`src/rtl/axi2iob.sv`:
```
// axi2iob: AXI-4 slave to native (IOb) master bridge, one burst at a time replayed as single-word native requests.
// Ports: clk, rst (async, active-high); s_axi_aw*/w*/b*/ar*/r* AXI-4 slave channels
// (lock/cache/prot/qos ignored); m_valid/m_addr/m_wdata/m_wstrb/m_rdata/m_ready native master port.
module axi2iob #(
  parameter int ADDR_W = 32,
  parameter int DATA_W = 32,
  parameter int AXI_ID_W = 1
) (
  input  logic                  clk,
  input  logic                  rst,
  input  logic [AXI_ID_W-1:0]   s_axi_awid,
  input  logic [ADDR_W-1:0]     s_axi_awaddr,
  input  logic [7:0]            s_axi_awlen,
  input  logic [2:0]            s_axi_awsize,
  input  logic [1:0]            s_axi_awburst,
  input  logic [1:0]            s_axi_awlock,
  input  logic [3:0]            s_axi_awcache,
  input  logic [2:0]            s_axi_awprot,
  input  logic [3:0]            s_axi_awqos,
  input  logic                  s_axi_awvalid,
  output logic                  s_axi_awready,
  input  logic [DATA_W-1:0]     s_axi_wdata,
  input  logic [DATA_W/8-1:0]   s_axi_wstrb,
  input  logic                  s_axi_wlast,
  input  logic                  s_axi_wvalid,
  output logic                  s_axi_wready,
  output logic [AXI_ID_W-1:0]   s_axi_bid,
  output logic [1:0]            s_axi_bresp,
  output logic                  s_axi_bvalid,
  input  logic                  s_axi_bready,
  input  logic [AXI_ID_W-1:0]   s_axi_arid,
  input  logic [ADDR_W-1:0]     s_axi_araddr,
  input  logic [7:0]            s_axi_arlen,
  input  logic [2:0]            s_axi_arsize,
  input  logic [1:0]            s_axi_arburst,
  input  logic [1:0]            s_axi_arlock,
  input  logic [3:0]            s_axi_arcache,
  input  logic [2:0]            s_axi_arprot,
  input  logic [3:0]            s_axi_arqos,
  input  logic                  s_axi_arvalid,
  output logic                  s_axi_arready,
  output logic [AXI_ID_W-1:0]   s_axi_rid,
  output logic [DATA_W-1:0]     s_axi_rdata,
  output logic [1:0]            s_axi_rresp,
  output logic                  s_axi_rlast,
  output logic                  s_axi_rvalid,
  input  logic                  s_axi_rready,
  output logic                  m_valid,
  output logic [ADDR_W-1:0]     m_addr,
  output logic [DATA_W-1:0]     m_wdata,
  output logic [DATA_W/8-1:0]   m_wstrb,
  input  logic [DATA_W-1:0]     m_rdata,
  input  logic                  m_ready
);
  localparam int NB = DATA_W / 8;
  localparam logic [2:0] SZ = 3'($clog2(NB));
  localparam logic [ADDR_W-1:0] LOW = ADDR_W'(NB - 1);
  typedef enum logic [1:0] {IDLE, WR_DATA, WR_RESP, RD_DATA} state_t;
  state_t state, state_nx;
  logic [AXI_ID_W-1:0] id;
  logic [7:0] len, cnt;
  logic fixed, err, last, m_hs, w_hs, r_hs;
  logic [ADDR_W-1:0] addr_nx;
  logic unused;
  assign unused = ^{s_axi_awlock, s_axi_awcache, s_axi_awprot, s_axi_awqos,
                    s_axi_arlock, s_axi_arcache, s_axi_arprot, s_axi_arqos};
  assign last = cnt == len;
  assign m_hs = m_valid & m_ready;
  assign w_hs = s_axi_wready & s_axi_wvalid;
  assign r_hs = s_axi_rvalid & s_axi_rready;
  assign addr_nx = fixed ? m_addr : m_addr + ADDR_W'(NB);
  assign s_axi_bid = id;
  assign s_axi_rid = id;
  assign s_axi_bresp = {err, 1'b0};
  assign s_axi_rresp = {err, 1'b0};
  always_ff @(posedge clk or posedge rst)
    if (rst) state <= IDLE;
    else state <= state_nx;
  always_comb begin
    state_nx = state;
    case (state)
      IDLE:    state_nx = s_axi_awready ? WR_DATA : s_axi_arready ? RD_DATA : IDLE;
      WR_DATA: state_nx = m_hs & last ? WR_RESP : WR_DATA;
      WR_RESP: state_nx = s_axi_bready ? IDLE : WR_RESP;
      RD_DATA: state_nx = r_hs & s_axi_rlast ? IDLE : RD_DATA;
      default: state_nx = IDLE;
    endcase
  end
  // Writes take priority when AW and AR arrive together; nothing is accepted while reset is held.
  always_comb begin
    s_axi_awready = ~rst & (state == IDLE) & s_axi_awvalid;
    s_axi_arready = ~rst & (state == IDLE) & s_axi_arvalid & ~s_axi_awvalid;
    s_axi_wready  = (state == WR_DATA) & ~m_valid;
    s_axi_bvalid  = state == WR_RESP;
  end
  always_ff @(posedge clk or posedge rst)
    if (rst) begin
      id <= '0;
      len <= '0;
      cnt <= '0;
      fixed <= 1'b0;
      err <= 1'b0;
      m_valid <= 1'b0;
      m_addr <= '0;
      m_wdata <= '0;
      m_wstrb <= '0;
      s_axi_rvalid <= 1'b0;
      s_axi_rlast <= 1'b0;
      s_axi_rdata <= '0;
    end else begin
      if (s_axi_awready | s_axi_arready) begin
        id <= s_axi_awready ? s_axi_awid : s_axi_arid;
        m_addr <= (s_axi_awready ? s_axi_awaddr : s_axi_araddr) & ~LOW;
        len <= s_axi_awready ? s_axi_awlen : s_axi_arlen;
        fixed <= (s_axi_awready ? s_axi_awburst : s_axi_arburst) == 2'b00;
        // WRAP and reserved bursts run as INCR but are flagged as SLVERR.
        err <= s_axi_awready ? (s_axi_awsize != SZ) | s_axi_awburst[1]
                             : (s_axi_arsize != SZ) | s_axi_arburst[1];
        cnt <= '0;
        m_valid <= s_axi_arready;
        m_wstrb <= '0;
      end
      // The burst end follows the beat count; a misplaced wlast only flags the error.
      if (w_hs) begin
        m_valid <= 1'b1;
        m_wdata <= s_axi_wdata;
        m_wstrb <= s_axi_wstrb;
        err <= err | (s_axi_wlast != last);
      end
      if (m_hs) begin
        m_valid <= 1'b0;
        if (state == WR_DATA) begin
          m_addr <= addr_nx;
          cnt <= cnt + 8'd1;
        end else begin
          s_axi_rvalid <= 1'b1;
          s_axi_rdata <= m_rdata;
          s_axi_rlast <= last;
        end
      end
      if (r_hs) begin
        s_axi_rvalid <= 1'b0;
        s_axi_rlast <= 1'b0;
        if (!s_axi_rlast) begin
          m_addr <= addr_nx;
          cnt <= cnt + 8'd1;
          m_valid <= 1'b1;
        end
      end
    end
endmodule

```
`config.mk`:
```
export PLATFORM = sky130hd
export DESIGN_NAME = axi2iob
export DESIGN_NICKNAME = d
export VERILOG_FILES = /design/src/rtl/axi2iob.sv
export SDC_FILE = /design/constraint.sdc
export NUM_CORES = 1
export LEC_CHECK = 0
export CORE_ASPECT_RATIO = 0.5
export CORE_MARGIN = 4
export CORE_UTILIZATION = 35
export DETAILED_ROUTE_END_ITERATION = 10
export PLACE_DENSITY = 0.79
export SLEW_MARGIN = 20
export SYNTH_ARGS = -nofsm -noshare
export SYNTH_HDL_FRONTEND = slang
export SYNTH_SLANG_ARGS = --single-unit
export TNS_END_PERCENT = 50
```
`constraint.sdc`:
```
create_clock -name clk -period 4.3 [get_ports clk]
set_input_delay 0.43 -clock clk [delete_from_list [all_inputs] [get_ports clk]]
set_output_delay 0.43 -clock clk [all_outputs]
set_load 0.005 [all_outputs]
```
==> summary.txt, run 1 <==
Floorplanning
  – Chip width: 194.6 µm
  – Io pins: between 300 and 400
  – Row cnt: 33
  – Starting Density: 0.3644
  – Core area: 16720 µm²
  – Die area: ~20000 µm²
  – Die height: between 100 and 150 µm

Timing
  – Relative slew slack: 0.4153
  – Hold slack final: just under 500 ps
  – Fin Setup TNS: 0 ps
  – Final Setup Violations: 0
  – Hold violation total from the final report: 0
  – Fin. max-slew vios: 0
  – F_max: ~350 MHz
  – Unrepaired setup endpoints after global routing: no
  – Tcrit/Tclk final: 0.6578
  – Final Critical Period: around 2800 ps
  – Worst slew pin tran: between 800 and 900 ps
  – Setup Skew: ~9.0 ps

Setup path
  – Slowest stage delay, CP: approximately 630 ps
  – Worst Setup End Kind: output pin
  – Req. time, crit path: ~3900 ps
  – WP data arrival: approximately 2400 ps
  – Setup CP Type: flop to output pin
  – Crit path max-delay family: buffers and inverters
  – CP max FO: 29
  – Crit-path slowest cell: clkdlybuf4s50_1
  – Startpoint Class: flop
  – Internal reg-to-reg setup slack: 1880 ps
  – Crit path buffers/inverters: 2
  – Worst setup path start: state[0]$_DFF_PP0_
  – Crit-path cells: nor3_2 > nand2_2 > inv_2 > clkdlybuf4s50_1
  – Launching point of the worst reg2reg path: state[0]$_DFF_PP0_

Clock tree
  – TritonCTS Buffers: 17
  – # clock sinks: about 120
  – Clock transition at path regs: 60 ps
  – CTS H-tree lvls: 4
  – Clk Latency, worst-skew pair: about 410 ps
  – # hold bufs at CTS: 0
  – Root Buffer: clkbuf_16
  – CTS resizes: 0
  – CTS tree: done
  – Post-CTS Setup Inserts: 0
  – CTS max path bufs: 2

Global route
  – Global route total overflow: 0
  – First-pass GRT wire length: 30850 µm
  – Vias in the first global route: between 5000 and 6000
  – Largest net degree at the start of global routing: 72
  – Antenna violations before repair: 0
  – GR Util All Layers: 0.1980

Final layout
  – Share of layout cells above drive strength 1: 0.1459
  – Finished Core Util: 0.5752
  – # diodes: 0
  – Layout Area Growth over Synthesis: 57.84%
  – FILL cells: roughly 1400
  – Final nets: about 1000

Synthesis
  – Mux contribution to synthesized area: 0.1464
  – Async SR Flop Fraction: 1.000
  – Register area share after synthesis: 0.5092
  – Synthesis-stage register bit count: 124
  – Combinational family with the most area after synthesis: simple AND/OR/NAND/NOR gates
  – Avg Inst Size Synth: roughly 11 µm²
  – Adder-cell share of the synthesized area: 0.004107
  – Syn. warnings: 0
  – Simple-Gate Fraction of Synth Area: 0.1698
  – Synth Area in Compound Gates: 0.1201
  – Post-synth cell types: 65
  – Synth Instances: between 500 and 600
  – Post-synthesis xor/xnor area fraction: 0.01294
  – Post-synth EDFFs: 0
  – Top FF cell, synth: dfrtp_1
  – Mapped Area: ~6100 µm²

Place
  – IO Port Bufs: approximately 280
  – GPL Wtd Cong: around 0.86
  – Detailed placement HPWL: roughly 15000 µm

Routing
  – DRC viols: 0
  – ANT nets after route: 0
  – Routed vias: between 5000 and 6000
  – Vias per inst: 5.201
  – Final WL: ~20000 µm
  – Drt wl/cell: between 15 and 20 µm
  – First-pass iteration count of the detailed router: 5
  – Initial drt markers: between 300 and 400

Status
  – Status: completed

Power and ir drop
  – Pwr Density: 660.9 nW/µm²
  – LEAKAGE: between 3 and 4 nW
  – Maximum VDD drop: roughly 0.00038 V

Min path
  – HP Start: m_addr[0]$_DFFE_PP0P_
  – Hold crit path type: flop to flop

Flow run
  – MaxCap Viol Count: 0
per-layer routing:
layer  vias to the layer above  global-route usage  wire (µm)
met5                         -                   0          0
met4                         0             0.08153        695
met3                        45             0.04619        880
met2                       177              0.3469      10100
met1                      2749              0.2399       8109
li1                       2594                   -          -
synth_stat cells (4+ instances only):
cell      instances  area (µm²)
dfrtp_1         124        3103
nand2_1          79       296.5
mux2_2           61       686.9
nor2_1           30       112.6
buf_2            23       115.1
and3_1           20       125.1
mux2i_1          16       160.2
a211oi_1         15       112.6
a21oi_1          15       75.07
nand3_1          15       75.07
a31oi_1          11       68.82
nor3_1           11       55.05
nand4_1          10       62.56
o21ai_0          10       50.05
and2_1            8       50.05
buf_4             8       60.06
xnor2_1           8       70.07
o21ai_1           7       35.03
a311oi_1          6       52.55
inv_1             6       22.52
a22o_1            5       43.79
mux2_1            4       45.04
nand2b_1          4       25.02
o211ai_1          4       30.03
state kept, by name, summed over array words and instances (netlist names):
signal,cells
cnt,8
s_axi_rdata,32
m_wstrb,4
m_wdata,32
err,1
len,8
s_axi_bid,1
m_addr,32
state,2
s_axi_rlast,1
fixed,1
m_valid,1
s_axi_rvalid,1
worst register-to-register path: cells and delay by family (launching register included):
family | cells | cell delay [ps]
AND/OR/NAND/NOR | 3 | 1080
buffers and inverters | 1 | 340
multiplexers | 1 | 360
flip-flops | 1 | 530
cells in the final DEF, fill, tap and decap left out, types with 10 or more instances in the layout:
cell,count
clkbuf_16,17
a211oi_1,15
nor2_1,29
nor3_1,11
o21ai_0,10
nand3_1,15
nand4_1,10
mux2_2,61
dfrtp_1,124
and3_1,20
a31oi_1,11
mux2i_1,16
a21oi_1,15
clkdlybuf4s50_1,275
nand2_1,78
per-stage QoR:
stage	instances	power (mW)	setup slack (ps)	cell area (µm²)
6_report	1070	6.356	1471	9618
5_1_grt	1070	6.728	1375	9618
4_1_cts	1070	6.407	1491	9618
3_5_place_dp	1038	4.957	1468	9024
3_3_place_gp	1038	4.853	1495	9024
2_1_floorplan	562	3.435	570.8	6097
final cells by class:
cell class / instances / area, µm² / area share
repair buffers: 284 / 2833 / 0.2945
clock buffers: 19 / 452.9 / 0.04709
flip-flops and latches: 124 / 3103 / 0.3226
multi-input cells: 396 / 2775 / 0.2885
clock inverters: 13 / 141.4 / 0.01470
inverters: 7 / 28.78 / 0.002992
well taps: 227 / 284.0 / 0.02953
cell families after synthesis:
family | Yosys count
fa+ha+maj | 2
xor+xnor | 9
compound gates | 100
flops | 124
buf+inv | 42
simple gates | 202
other cells | 1
mux | 81
power by group:
| group | internal (mW) | switching, mW | total (mW) | leakage (nW) |
|---|---|---|---|---|
| sequential | 1.71 | 0.456 | 2.17 | 1.46 |
| combinational | 1.66 | 1.10 | 2.76 | 2.21 |
| clock | 0.887 | 0.544 | 1.43 | 0.286 |
| total | 4.26 | 2.10 | 6.36 | 3.96 |
final timing paths:
path | end | depth (start not counted)
worst max-delay path | s_axi_awready | 4
worst min-delay path | m_addr[0]$_DFFE_PP0P_ | 1
worst max register to register | m_wdata[13]$_DFFE_PP0N_ | 5
worst min register to register | m_addr[0]$_DFFE_PP0P_ | 1
max in group asynchronous | m_addr[20]$_DFF_PP0_ | 3
min in group asynchronous | err$_DFFE_PP0P_ | 2
No activity file was read; power rests on OpenSTA's default activity.
==> inputs of run 2 (changes only) <==
Clock period 4.3 ns to 2.8 ns, I/O delays scaled along.
==> run 2 against run 1 <==
Clock skew about the same. Register-to-register slack lost 1200 ps. Largest cell class unchanged. Sequential power is 53% higher.
==> summary.txt, run 2 (synthesized netlist as in run 1, its figures left out) <==
Place
  – IO Port Bufs: 275 (unchanged)
  – GPL Wtd Cong: 0.8495 (-1.4%)
  – Placed cells: 1042 (+0.39%)
  – Detailed placement HPWL: 15220 µm (+0.26%)
  – Pre-CTS WS: 543.8 ps (-923.8 ps)
  – Placed instance area: 9055 µm² (+0.35%)

Global route
  – Global route total overflow: 0 (unchanged)
  – Antenna violations before repair: 0 (unchanged)
  – Largest net degree at the start of global routing: 79 (+9.7%)
  – Vias in the first global route: 5647 (-2.0%)
  – GR Util All Layers: 0.2021 (+0.004153)
  – First-pass GRT wire length: 31420 µm (+1.9%)

Setup path
  – Worst Setup End Kind: output pin
  – WP data arrival: 1970 ps (-430 ps)
  – Setup CP Type: flop to output pin
  – Req. time, crit path: 2520 ps (-1350 ps)
  – Startpoint Class: flop
  – Launching point of the worst reg2reg path: state[0]$_DFF_PP0_
  – Worst setup path start: state[0]$_DFF_PP0_
  – Crit path buffers/inverters: 1 (-1)
  – Crit path max-delay family: buffers and inverters
  – Crit-path slowest cell: clkdlybuf4s50_1
  – CP max FO: 9 (-69%)
  – Slowest stage delay, CP: 560 ps (-70 ps)
  – Crit-path cells: nor3_2 > and2_1 > clkdlybuf4s50_1

Final layout
  – Share of layout cells above drive strength 1: 0.1476 (+0.001672)
  – Biggest regs: m_addr: 32 flops, m_wdata: 32 flops, s_axi_rdata: 32 flops
  – Finished Core Util: 0.5790 (+0.003816)
  – Most frequent cells in the layout: clkdlybuf4s50_1 (275), dfrtp_1 (124), nand2_1 (78)
  – Final nets: 1031 (+0.39%)
  – Layout Area Growth over Synthesis: 58.89%
  – FILL cells: 1388 (-2.3%)
  – Multi-input combinational cell area: 2775 µm² (unchanged)
  – Register area: 3103 µm² (unchanged)
  – # diodes: 0 (unchanged)
  – Most common cell after layout, fill and taps aside: clkdlybuf4s50_1
  – Cell area after layout: 9682 µm² (+0.66%)
  – Non-Filler Instances: 1074 (+0.37%)

Timing
  – Hold slack final: 433.5 ps (-50.01 ps)
  – F_max: 443.8 MHz
  – Hold violation total from the final report: 0 (unchanged)
  – Fin. max-slew vios: 0 (unchanged)
  – Tcrit/Tclk final: 0.8047
  – Final Setup Violations: 0 (unchanged)
  – Final Critical Period: approximately 2300 ps
  – Worst slew pin tran: 672.5 ps (-204.6 ps)
  – Fin Setup TNS: 0 ps (unchanged)
  – Final WS setup: 546.9 ps (-924.5 ps)
  – Unrepaired setup endpoints after global routing: no
  – Relative slew slack: 0.5497 (+0.1344)
  – Setup Skew: 8.614 ps (-0.3844 ps)

Floorplanning
  – Starting Density: 0.3644 (unchanged)
  – Chip width: 194.6 µm (unchanged)
  – Die area: 19710 µm² (unchanged)
  – Core area: 16720 µm² (unchanged)
  – Io pins: 308 (unchanged)
  – Row cnt: 33 (unchanged)
  – Die height: 101.3 µm (unchanged)

Routing
  – Drt wl/cell: 18.67 µm (+0.95%)
  – Routed vias: 5491 (-1.3%)
  – Initial drt markers: 357 (-7.0%)
  – First-pass iteration count of the detailed router: 5 (unchanged)
  – DRC viols: 0 (unchanged)
  – Final WL: 20050 µm (+1.3%)
  – ANT nets after route: 0 (unchanged)
  – Vias per inst: 5.113 (-1.7%)

Clock tree
  – # hold bufs at CTS: 0 (unchanged)
  – CTS max path bufs: 2 (unchanged)
  – CTS H-tree lvls: 4 (unchanged)
  – Clk Latency, worst-skew pair: 410 ps (about the same)
  – TritonCTS Buffers: 17 (unchanged)
  – Post-CTS Setup Inserts: 0 (unchanged)
  – CTS tree: done
  – Root Buffer: clkbuf_16
  – # clock sinks: 124 (unchanged)
  – Clock transition at path regs: 60 ps (about the same)
  – CTS resizes: 0 (unchanged)

Power and ir drop
  – Maximum VDD drop: 0.0005398 V (+42%)
  – Final Total Pwr: 9.937 mW (+56%)
  – Pwr Density: 1026 nW/µm² (+55%)
  – LEAKAGE: 3.989 nW (+0.69%)

Flow run
  – MaxCap Viol Count: 0 (unchanged)

Min path
  – HP Start: s_axi_awlen[4]
  – Hold crit path type: input port to flop

Status
  – Status: completed
run 2: final timing paths:
| kind | endpoint | slack [ps] | cells after the start |
|---|---|---|---|
| worst max-delay path | s_axi_arready | 550 | 3 |
| worst min-delay path | len[4]$_DFFE_PP0N_ | 430 | 3 |
| worst max register to register | m_addr[12]$_DFF_PP0_ | 730 | 4 |
| worst min register to register | m_addr[0]$_DFFE_PP0P_ | 490 | 1 |
| max in group asynchronous | m_wdata[28]$_DFFE_PP0N_ | 1860 | 3 |
| min in group asynchronous | m_wdata[15]$_DFFE_PP0N_ | 440 | 3 |
run 2: layout make-up:
cell class | count | area share
clock inverter | 11 | 0.01719
tap | 227 | 0.02934
multi-input combinational | 396 | 0.2866
sequential | 124 | 0.3205
clock buffer | 21 | 0.04756
timing repair buffer | 288 | 0.2957
inverter | 7 | 0.003102
run 2: worst min-delay path, stage by stage:
cell             delay [ps]
clkdlybuf4s50_1         400
nand2_1                  50
a31oi_1                  70
run 2: report_power, final:
part / switching [mW] / internal (mW) / leakage [nW] / total [mW]
combinational: 1.70 / 2.56 / 2.23 / 4.26
clock: 0.827 / 1.53 / 0.299 / 2.36
sequential: 0.687 / 2.63 / 1.46 / 3.32
total: 3.22 / 6.72 / 3.99 / 9.94
run 2: metal layers:
layer | vias to the layer above | GRT usage | wire, µm
met5 | - | 0 | 0
met4 | 0 | 0.06048 | 313
met3 | 25 | 0.03789 | 849
met2 | 153 | 0.3634 | 10690
met1 | 2717 | 0.2522 | 8200
li1 | 2596 | - | -
==> inputs of run 3 (changes only) <==
Clock period 2.8 ns to 2.3 ns, I/O delays scaled along.
==> run 3 against run 2 <==
Clock skew decreased by 0.69 ps. Sequential share of layout area shrank 0.38 points. Via count up 1.7%.
==> summary.txt, run 3 (synthesized netlist as in run 1, its figures left out) <==
Routing
  – Routed vias: 5586 (+1.7%)
  – ANT nets after route: 0 (unchanged)
  – Initial drt markers: 363 (+1.7%)
  – Vias per inst: 5.158 (+0.88%)
  – Final WL: 20050 µm (about the same)
  – First-pass iteration count of the detailed router: 5 (unchanged)
  – DRC viols: 0 (unchanged)
  – Drt wl/cell: 18.52 µm (-0.81%)

Timing
  – Worst slew pin tran: 552.4 ps (-120.1 ps)
  – Final Critical Period: roughly 2200 ps
  – Relative slew slack: 0.6287 (+0.07898)
  – Setup Skew: 7.925 ps (-0.6882 ps)
  – Tcrit/Tclk final: 0.9623
  – Unrepaired setup endpoints after global routing: no
  – Final Setup Violations: 0 (unchanged)
  – Hold violation total from the final report: 0 (unchanged)
  – Fin. max-slew vios: 0 (unchanged)
  – Hold slack final: 390.5 ps (-42.98 ps)
  – Fin Setup TNS: 0 ps (unchanged)
  – F_max: ~450 MHz

Place
  – Detailed placement HPWL: 15460 µm (+1.6%)
  – Placed cells: 1051 (+0.86%)
  – GPL Wtd Cong: 0.8770 (+3.2%)
  – IO Port Bufs: 275 (unchanged)

Setup path
  – Worst Setup End Kind: output pin
  – Crit-path cells: nor3_4 > and2_1 > clkdlybuf4s50_1
  – Startpoint Class: flop
  – CP max FO: 9 (unchanged)
  – Req. time, crit path: 2070 ps (-450 ps)
  – Crit-path slowest cell: clkdlybuf4s50_1
  – Slowest stage delay, CP: 570 ps (about the same)
  – Internal reg-to-reg setup slack: 320 ps (-410 ps)
  – Setup CP Type: flop to output pin
  – WP data arrival: 1980 ps (about the same)

Global route
  – GR Util All Layers: 0.2001 (-0.001996)
  – Antenna violations before repair: 0 (unchanged)
  – First-pass GRT wire length: 31290 µm (-0.42%)
  – Global route total overflow: 0 (unchanged)
  – Largest net degree at the start of global routing: 52 (-34%)
  – Vias in the first global route: 5793 (+2.6%)

Clock tree
  – Post-CTS Setup Inserts: 0 (unchanged)
  – Root Buffer: clkbuf_16
  – # clock sinks: 124 (unchanged)
  – CTS max path bufs: 2 (unchanged)
  – Clock transition at path regs: 60 ps (about the same)
  – TritonCTS Buffers: 17 (unchanged)
  – Clk Latency, worst-skew pair: 410 ps (about the same)
  – CTS tree: done
  – CTS H-tree lvls: 4 (unchanged)

Final layout
  – Share of layout cells above drive strength 1: 0.1577 (+0.01013)
  – # diodes: 0 (unchanged)
  – Non-Filler Instances: 1083 (+0.84%)
  – Most frequent cells in the layout: clkdlybuf4s50_1 (275), dfrtp_1 (124), nand2_1 (78)
  – Most common cell after layout, fill and taps aside: clkdlybuf4s50_1
  – Layout Area Growth over Synthesis: 60.82%
  – Final nets: 1040 (+0.87%)
  – Biggest regs: m_addr: 32 flops, m_wdata: 32 flops, s_axi_rdata: 32 flops

Floorplanning
  – Chip width: 194.6 µm (unchanged)
  – Die height: 101.3 µm (unchanged)
  – Io pins: 308 (unchanged)
  – Row cnt: 33 (unchanged)
  – Die area: 19710 µm² (unchanged)
  – Starting Density: 0.3644 (unchanged)
  – Core area: 16720 µm² (unchanged)

Status
  – Status: completed

Power and ir drop
  – LEAKAGE: 4.042 nW (+1.3%)
  – Pwr Density: 1235 nW/µm² (+20%)
  – Maximum VDD drop: 0.0007029 V (+30%)

Flow run
  – MaxCap Viol Count: 0 (unchanged)

Min path
  – Hold crit path type: input port to flop
## run 3: changes by cell type in the layout (fill, tap and decap cells not counted)
cell	change
nor2_2	+1
clkinv_2	+2
nor2_1	-1
buf_4	+3
buf_12	+6
clkbuf_8	-1
bufinv_16	-1
nor3_2	-1
nor3_4	+1
## run 3: power breakdown
part | internal [mW] | total (mW) | switching, mW
Clock | 1.72 | 2.70 | 0.974
Combinational | 3.23 | 5.34 | 2.10
Sequential | 3.21 | 4.07 | 0.865
## run 3: final cells by class
type                            instances  area, µm²
Fill cell                            1359       6923
Sequential cell                       124       3103
Timing Repair Buffer                  297       3005
Multi-Input combinational cell        396       2784
Clock buffer                           20      446.7
Tap cell                              227      284.0
Clock inverter                         12      146.4
Inverter                                7      30.03
## run 3: final timing paths
path	startpoint	endpoint	cells after the start
setup / recovery	state[0]$_DFF_PP0_	s_axi_arready	3
setup reg to reg	m_addr[8]$_DFF_PP0_	m_addr[31]$_DFF_PP0_	5
max in group asynchronous	rst	len[2]$_DFFE_PP0N_	3
hold / removal	s_axi_awlen[2]	len[2]$_DFFE_PP0N_	3
min in group asynchronous	rst	m_wdata[5]$_DFFE_PP0N_	3
hold reg to reg	m_wdata[0]$_DFFE_PP0N_	m_wdata[0]$_DFFE_PP0N_	1
## run 3: what timing repair did
action | CTS | global route
resized for setup | 0 | 2
hold buffers | 0 | 0
endpoints found under the setup margin | 0 | 2
endpoints found under the hold margin | 0 | 0
## run 3: worst max-delay path: cells and delay by family (launching register included)
family                 cells  cell delay (ps)
buffers and inverters      1              570
DFF                        1              500
and+or+nand+nor            2              510
## run 3: stage by stage
stage	utilization	setup WS, ps	power, mW	instance area [µm²]
after floorplan	-	544.7	6.422	6101
after global placement	0.5500	194.4	9.248	9198
after detailed placement	0.5500	167.8	9.430	9198
after CTS	0.5855	65.32	12.18	9791
after global routing	0.5860	11.01	12.83	9799
final	0.5860	86.63	12.10	9799
## run 3: routing by layer
layer,part of all wire,up-vias,global-route usage
met1,0.41,2785,0.2457
met2,0.53,146,0.3624
met5,0,-,0
met4,0.021,0,0.06156
li1,-,2625,-
met3,0.038,30,0.03988
==> variant (settings of run 3) <==
`DATA_W`: 32 -> 16.
--- a/src/rtl/axi2iob.sv
+++ b/src/rtl/axi2iob.sv
@@ -3,7 +3,7 @@
 // (lock/cache/prot/qos ignored); m_valid/m_addr/m_wdata/m_wstrb/m_rdata/m_ready native master port.
 module axi2iob #(
   parameter int ADDR_W = 32,
-  parameter int DATA_W = 32,
+  parameter int DATA_W = 16,
   parameter int AXI_ID_W = 1
 ) (
   input  logic                  clk,
Ports: changed (6 resized); port bits go from 308 to 240. No check against the original RTL was run, so the function may have changed too.
==> variant against run 3 <==
  * Power fell by 32%
  * Count of clock-buffer cells in the layout fell by 6
  * Setup slack improved by 0.024 ns
  * Critical path depth rose by 1
  * Sequential cell count fell by 34
  * Design area fell by 21%
  * Routed wire length fell by 16%
  * Combinational power fell by 27%
  * Synthesized area fell by 18%
  * Via count fell by 10%
  * Critical endpoint unchanged
  * First-iteration DRC count rose by 20%
==> variant: results (changes against run 3) <==
* Vias in the first global route at 5117 (was 5793)
* Post-Synth Adder-Cell Area at 0.00500 (was 0.00411)
* Mux contribution to synthesized area at 0.0926 (was 0.146)
* Inserted Clock Buffers at 9 (was 17)
* Share of layout cells above drive strength 1 at 0.141 (was 0.158)
* Clock skew at 0.00839 ns (was 0.00793 ns)
* Sequential share of the synthesized area at 0.450 (was 0.509)
* Syn avg cell area at 9.77 um^2 (was 10.9 um^2)
* Synth Area in Compound Gates at 0.172 (was 0.120)
* Hpwl dp at 12.9 mm (was 15.5 mm)
* All-Layer GR Usage at 0.199 (was 0.200)
* Pre-CTS WS at 0.102 ns (was 0.168 ns)
* Crit-path max cell delay at 0.52 ns (was 0.57 ns)
* I/O Buffers at 209 (was 275)
* Largest net degree at the start of global routing at 53 (was 52)
* Peak supply drop at 0.486 mV (was 0.703 mV)
* Filler Cells Inserted at 1223 (was 1359)
* Post-synth top cells: 90 x dfrtp_1, 79 x nand2_1, 34 x mux2_2, 33 x nor2_1, 30 x o21ai_0 (was 124 x dfrtp_1, 79 x nand2_1, 61 x mux2_2, 30 x nor2_1, 23 x buf_2)
* Area contributors post-synth: dfrtp_1 45%, mux2_2 7.7%, nand2_1 5.9% (was dfrtp_1 51%, mux2_2 11%, nand2_1 4.9%)
* Post-synthesis cell type count at 69 (was 65)
* Final #Nets at 895 (was 1040)
* Slew @ Worst Pin at 0.677 ns (was 0.552 ns)
* DRT iter0 DRCs at 436 (was 363)
* Final WL at 16.7 mm (was 20.1 mm)
* Status: completed (unchanged)
## variant: layout make-up
cell class / instances / share of cell area
multi-input cells: 379 / 0.328
repair buffers: 243 / 0.309
flip-flops and latches: 90 / 0.292
clock buffers: 14 / 0.0329
well taps: 192 / 0.0311
inverters: 9 / 0.00503
clock inverters: 2 / 0.00162
## variant: layer usage
layer,wire length (um),up-vias,global-route usage
met3,1160,27,0.0432
met4,275,0,0.0476
met1,6530,2446,0.237
met2,8780,210,0.367
met5,0,-,0
li1,-,2326,-
## variant: final timing paths
check	start	cells after the start	endpoint	slack (ns)
min reg2reg	m_wdata[10]$_DFFE_PP0N_	1	m_wdata[10]$_DFFE_PP0N_	0.51
min	s_axi_awlen[6]	3	len[6]$_DFFE_PP0N_	0.45
max	state[0]$_DFF_PP0_	4	s_axi_arready	0.11
max reg2reg	m_addr[5]$_DFF_PP0_	5	m_addr[23]$_DFF_PP0_	0.32
min in group asynchronous	rst	3	m_wdata[5]$_DFFE_PP0N_	0.52
max in group asynchronous	rst	3	state[0]$_DFF_PP0_	1.23
## variant: kinds of logic after synthesis
logic type	Yosys count
AND/OR/NAND/NOR	194
AO/OA/AOI/OAI	126
flip-flops	90
buffers and inverters	44
multiplexers	42
XOR/XNOR	13
adder cells (fa/ha/maj)	2
other	1
## variant: worst max-delay path, delay by kind of cell, from the launching register on
kind | cells | cell delay [ns]
simple gates | 2 | 0.43
buf+inv | 2 | 0.70
flops | 1 | 0.49
## variant: power breakdown
group | leakage (uW) | switching [uW] | total, uW | internal [uW]
Combinational | 0.00192 | 1560 | 3880 | 2320
Sequential | 0.00108 | 726 | 3020 | 2300
Clock | 0.000127 | 604 | 1370 | 763
Total | 0.00312 | 2890 | 8270 | 5380
